===== src/rtl/regfile_signext_if.sv =====
// Decode-stage operand bus: two register read ports, the write-back write port
// and the immediate sign-extender lanes.
interface regfile_signext_if;
   logic [4:0]  read_addr_1;
   logic [4:0]  read_addr_2;
   logic [4:0]  write_addr;
   logic [31:0] write_data;
   logic        write_enabled;
   logic [31:0] data_1;
   logic [31:0] data_2;
   logic [15:0] in;
   logic [31:0] out;

   modport master (
      output read_addr_1, read_addr_2, write_addr, write_data, write_enabled, in,
      input  data_1, data_2, out
   );

   modport slave (
      input  read_addr_1, read_addr_2, write_addr, write_data, write_enabled, in,
      output data_1, data_2, out
   );
endinterface


===== src/rtl/regfile_signext.sv =====
// MIPS32 decode operand block: 32x32 register file (r0 hardwired to zero) with
// combinational write-through reads, plus a 16-to-32-bit immediate sign extender.
module regfile_signext (
   input  logic             clk,
   input  logic             rst,
   regfile_signext_if.slave bus
);
   // Register contents packed so each generated register owns its own slice.
   logic [32*32-1:0] regs_flat;
   logic             write_ok;
   logic [31:0]      data_1_next;
   logic [31:0]      data_2_next;

   assign write_ok = rst && bus.write_enabled && (bus.write_addr != 5'd0);

   genvar gi;
   generate
      for (gi = 0; gi < 32; gi++) begin : g_reg
         if (gi == 0) begin : g_zero
            assign regs_flat[gi*32 +: 32] = 32'h0;
         end else begin : g_gpr
            logic [31:0] value_reg;

            always_ff @(posedge clk or negedge rst) begin
               if (!rst) begin
                  value_reg <= 32'h0;
               end else if (write_ok && (bus.write_addr == 5'(gi))) begin
                  value_reg <= bus.write_data;
               end
            end

            assign regs_flat[gi*32 +: 32] = value_reg;
         end
      end
   endgenerate

   // Bypass makes a same-cycle write visible, as if written in the first half-cycle.
   always_comb begin
      data_1_next = 32'h0;
      data_2_next = 32'h0;
      if (rst) begin
         if (write_ok && (bus.read_addr_1 == bus.write_addr)) begin
            data_1_next = bus.write_data;
         end else begin
            data_1_next = regs_flat[{bus.read_addr_1, 5'b00000} +: 32];
         end
         if (write_ok && (bus.read_addr_2 == bus.write_addr)) begin
            data_2_next = bus.write_data;
         end else begin
            data_2_next = regs_flat[{bus.read_addr_2, 5'b00000} +: 32];
         end
      end
   end

   assign bus.data_1 = data_1_next;
   assign bus.data_2 = data_2_next;
   assign bus.out    = {{16{bus.in[15]}}, bus.in};
endmodule


===== src/flat_wrapper.sv =====
// flat-port wrapper written by rule: the top's interface ports become plain ports
module regfile_signext_flat 
  (clk, rst, bus_read_addr_1, bus_read_addr_2, bus_write_addr, bus_write_data, bus_write_enabled, bus_in, bus_data_1, bus_data_2, bus_out);
  regfile_signext_if bus_i ();
  input  logic clk;
  input  logic rst;
  input wire logic [$bits(bus_i.read_addr_1)-1:0] bus_read_addr_1;
  input wire logic [$bits(bus_i.read_addr_2)-1:0] bus_read_addr_2;
  input wire logic [$bits(bus_i.write_addr)-1:0] bus_write_addr;
  input wire logic [$bits(bus_i.write_data)-1:0] bus_write_data;
  input wire logic [$bits(bus_i.write_enabled)-1:0] bus_write_enabled;
  input wire logic [$bits(bus_i.in)-1:0] bus_in;
  output wire logic [$bits(bus_i.data_1)-1:0] bus_data_1;
  output wire logic [$bits(bus_i.data_2)-1:0] bus_data_2;
  output wire logic [$bits(bus_i.out)-1:0] bus_out;
  assign bus_i.read_addr_1 = bus_read_addr_1;
  assign bus_i.read_addr_2 = bus_read_addr_2;
  assign bus_i.write_addr = bus_write_addr;
  assign bus_i.write_data = bus_write_data;
  assign bus_i.write_enabled = bus_write_enabled;
  assign bus_i.in = bus_in;
  assign bus_data_1 = bus_i.data_1;
  assign bus_data_2 = bus_i.data_2;
  assign bus_out = bus_i.out;
  regfile_signext u_core (.clk(clk), .rst(rst), .bus(bus_i));
endmodule

===== config.mk =====
export PLATFORM = sky130hd
export DESIGN_NAME = regfile_signext_flat
export DESIGN_NICKNAME = d
export VERILOG_FILES = /design/src/rtl/regfile_signext_if.sv /design/src/rtl/regfile_signext.sv /design/src/flat_wrapper.sv
export SDC_FILE = /design/constraint.sdc
export NUM_CORES = 2
export LEC_CHECK = 0
export CORE_MARGIN = 3
export CORE_UTILIZATION = 63
export DETAILED_ROUTE_END_ITERATION = 7
export PLACE_DENSITY_LB_ADDON = 0.25
export SLEW_MARGIN = 25
export SYNTH_ARGS = -nofsm -noshare
export SYNTH_HDL_FRONTEND = slang
export SYNTH_SLANG_ARGS = --single-unit

===== constraint.sdc =====
create_clock -name clk -period 2.15 [get_ports clk]
set_input_delay 0.215 -clock clk [delete_from_list [all_inputs] [get_ports clk]]
set_output_delay 0.215 -clock clk [all_outputs]
set_load 0.005 [all_outputs]

==> metrics.log <==
[metrics] number of cell rows: roughly 110
[metrics] worst setup slack after layout: -0.558 ns
[metrics] data required time at the worst endpoint: 1.93 ns
[metrics] synthesized instance count: 4,103
[metrics] RSZ-0062 raised after global routing: yes
[metrics] count of port buffers added during placement: 113
[metrics] number of flip-flops under the largest register name: about 990
[metrics] maximum capacitance violations: 0
[metrics] Avg WL per Cell: 32.8 um
[metrics] final design instance area without fill: 68,600 um2
[metrics] Layout Nets: 4,763
[metrics] top area cells in the synthesized netlist: sky130_fd_sc_hd__dfrtp_1 45%, sky130_fd_sc_hd__mux2_2 21%, sky130_fd_sc_hd__mux4_2 10%, sky130_fd_sc_hd__mux2i_1 8.2%, sky130_fd_sc_hd__clkbuf_1 1.4%
[metrics] Die Ht: 302 um
[metrics] Peak supply drop: 0.806 mV
[metrics] total routing resource utilization after global routing: 42.0%
[metrics] number of different library cells in the post-synthesis netlist: 49
[metrics] final setup violation count: 64
[metrics] last weighted congestion value of the routability-driven placer: 0.950
[metrics] Boundary Pins: 162
[metrics] leakage dissipation: 31.8 nW
[metrics] capturing element type of the critical path: output pin
[metrics] count of flip-flops with a built-in enable after synthesis: 0
[metrics] wire length of the first global-routing pass: 284 mm
[metrics] filler-free cell count of the finished design: 5,932
[metrics] most used flip-flop cell after synthesis: sky130_fd_sc_hd__dfrtp_1
[metrics] HPWL after detailed placement: 122 mm
[metrics] peak clock frequency supported by timing: 369 MHz
[metrics] worst hold-check slack: 0.0480 ns
[metrics] Final Hold Fails: 0
[metrics] Synth Net Count: 4,169
[metrics] placed cell count: approximately 5,600
[metrics] pin count of the biggest net entering global routing: 139
[metrics] worst-case clock buffer depth: 3
[metrics] starting utilization of the core area: 64.1%
[metrics] Avg Synthesized Cell Area: ~13 um2
[metrics] share of cells above drive strength 1: approximately 55%
[metrics] tightest slew margin relative to the limit: about two fifths
[metrics] DR vias: roughly 43,000
[metrics] root buffer cell: sky130_fd_sc_hd__clkbuf_16
[metrics] FF+latch count, synth: 992
[metrics] yosys synthesis warning count: 0
[metrics] period utilisation layout: 126%
[metrics] most common library cell in the layout ignoring fill and taps: sky130_fd_sc_hd__mux2_2
[metrics] worst hold-check path type: primary input to async pin
[metrics] final routed DRC violation total: 0
[metrics] worst setup skew after layout: 0 ns
[metrics] sequential element share of the synthesized area: roughly 45%
[metrics] Critical Path Fanout Max: 2
[metrics] TritonRoute pass-1 iters: 5
[metrics] starting DRC count in detailed routing: 5,381
[metrics] average vias per placed instance: 7.19
[metrics] time the final worst path needs with I/O delays and setup: 2.71 ns
[metrics] number of antenna violations at the first check in global routing: 7
[metrics] filler cell count: 4,661
[metrics] number of clock buffers inserted by TritonCTS: 106
[metrics] mapped cell area: 55,100 um2
[metrics] DRT Wirelength: 195 mm
[metrics] aggregate global routing overflow: 0
[metrics] most used cells in the layout excluding fill and tap cells: 1,010 x sky130_fd_sc_hd__mux2_2, 992 x sky130_fd_sc_hd__dfrtp_1, 660 x sky130_fd_sc_hd__buf_4
[metrics] Slew Viols, Final: 0
[metrics] deepest level of the CTS H-tree: 3
[metrics] Area growth, synth to finish: 24.4%
[metrics] post-placement cell area: between 60,000 and 70,000 um2
[metrics] Final Core Density: 79.8%
[metrics] Synth async-reset ratio: 100%
[metrics] x dimension of the die: 302 um
[metrics] top-area cell type share of the netlist area: 45.1%
[metrics] Power Density: 791 nW/um2
[metrics] worst setup path category: flip-flop to output pin
[metrics] status: finished, violations left
[metrics] violations in the final reports: setup timing
[metrics] placeable core region: ~86,000 um2
[metrics] Detail Route Antenna Nets: 0
[metrics] number of global-route vias before repair: ~44,000
[metrics] area of the die: 91,000 um2
[metrics] top cell type by total area after synthesis: sky130_fd_sc_hd__dfrtp_1
[metrics] category of the worst setup path launch point: flip-flop
[metrics] slew at the pin closest to its max-slew limit: approximately 0.87 ns
[metrics] clock latency at the later pin of the worst-skew pair: about 0.69 ns
[metrics] clock net sink count: 992
[metrics] clock transition at the registers of the reported paths: 0.06 ns
[metrics] arrival time of the worst setup path: about 2.5 ns
[metrics] CTS tree: yes
==> synth_stat cells (all sizes together), types with 36 or more instances <==
cell type,n
a211oi,36
a21oi,88
a22oi,79
buf,266
clkbuf,206
dfrtp,992
mux2,1075
mux2i,451
mux4,254
nand2,121
nand3,67
nor2,64
o211ai,50
o221a,50
o221ai,37
==> through the flow <==
stage               setup slack, ns  power, mW  TNS [ns]
floorplan                     0.129       29.2         0
global placement             -0.913       33.0   -411.72
detailed placement           -0.883       33.5   -407.92
CTS                          -0.553       53.4    -26.37
global route                 -0.649       55.8    -29.79
finish                       -0.558       54.2    -26.70
==> cell type report <==
type | count | area [um2] | area share, %
clock buffer | 162 | 3220 | 4.70
sequential | 992 | 24800 | 36.2
timing repair buffer | 958 | 9250 | 13.5
antenna | 5 | 12.5 | 0.0183
multi-input combinational | 2637 | 29400 | 42.8
clock inverter | 32 | 444 | 0.648
tap | 1144 | 1430 | 2.09
inverter | 2 | 10.0 | 0.0146
==> kinds of logic (layout without fill, tap and decap cells) <==
logic type / count (synthesis) / after routing / synth area share [%]
multiplexers: 1780 / 1780 / 40.8
AO/OA/AOI/OAI: 521 / 521 / 7.04
buffers and inverters: 474 / 1154 / 4.24
flip-flops: 992 / 992 / 45.1
other: 0 / 5 / 0
AND/OR/NAND/NOR: 326 / 326 / 2.74
XOR/XNOR: 10 / 10 / 0.159
==> per-layer routing <==
layer	wire [um]	GRT usage, %	up-vias
met5	75	0	-
met4	14800	26.9	10
met3	22500	12.0	859
met2	87300	63.5	2943
met1	70200	53.5	22000
li1	-	-	16800
==> path summary, 6_finish.rpt <==
kind	startpoint	to	slack [ns]	cells past startpoint
max in group asynchronous	rst	u_core.g_reg[31].g_gpr.value_reg[27]$_DFFE_PN0P_	0.53	6
min in group clk	bus_write_data[10]	u_core.g_reg[5].g_gpr.value_reg[10]$_DFFE_PN0P_	0.24	2
setup / recovery	u_core.g_reg[25].g_gpr.value_reg[28]$_DFFE_PN0P_	bus_data_1[28]	-0.56	7
setup reg to reg	u_core.g_reg[31].g_gpr.value_reg[12]$_DFFE_PN0P_	u_core.g_reg[31].g_gpr.value_reg[12]$_DFFE_PN0P_	1.02	4
hold / removal	rst	u_core.g_reg[12].g_gpr.value_reg[8]$_DFFE_PN0P_	0.05	3
hold reg to reg	u_core.g_reg[18].g_gpr.value_reg[20]$_DFFE_PN0P_	u_core.g_reg[18].g_gpr.value_reg[20]$_DFFE_PN0P_	0.52	1
==> report_power, final <==
group          internal (mW)  switching, mW  total (mW)
registers               21.2           1.99        23.2
clock network           11.6           7.83        19.4
logic                   6.50           5.14        11.6
==> timing repair <==
item	4_1_cts	5_1_grt
cloned	0	2
endpoints found under the hold margin	189	6
hold buffers	1	1
pin swaps	160	73
resized for setup	444	111
endpoints found under the setup margin	64	91
buffers inserted	107	29
==> worst max-delay path: stages (launching register included) <==
cell,delay (ns)
sky130_fd_sc_hd__dfrtp_1,0.39
sky130_fd_sc_hd__buf_4,0.14
sky130_fd_sc_hd__mux4_2,0.47
sky130_fd_sc_hd__mux2i_1,0.17
sky130_fd_sc_hd__buf_4,0.14
sky130_fd_sc_hd__o211ai_1,0.09
sky130_fd_sc_hd__o221a_2,0.26
sky130_fd_sc_hd__buf_2,0.13
Power figures use the tool's default switching activity.
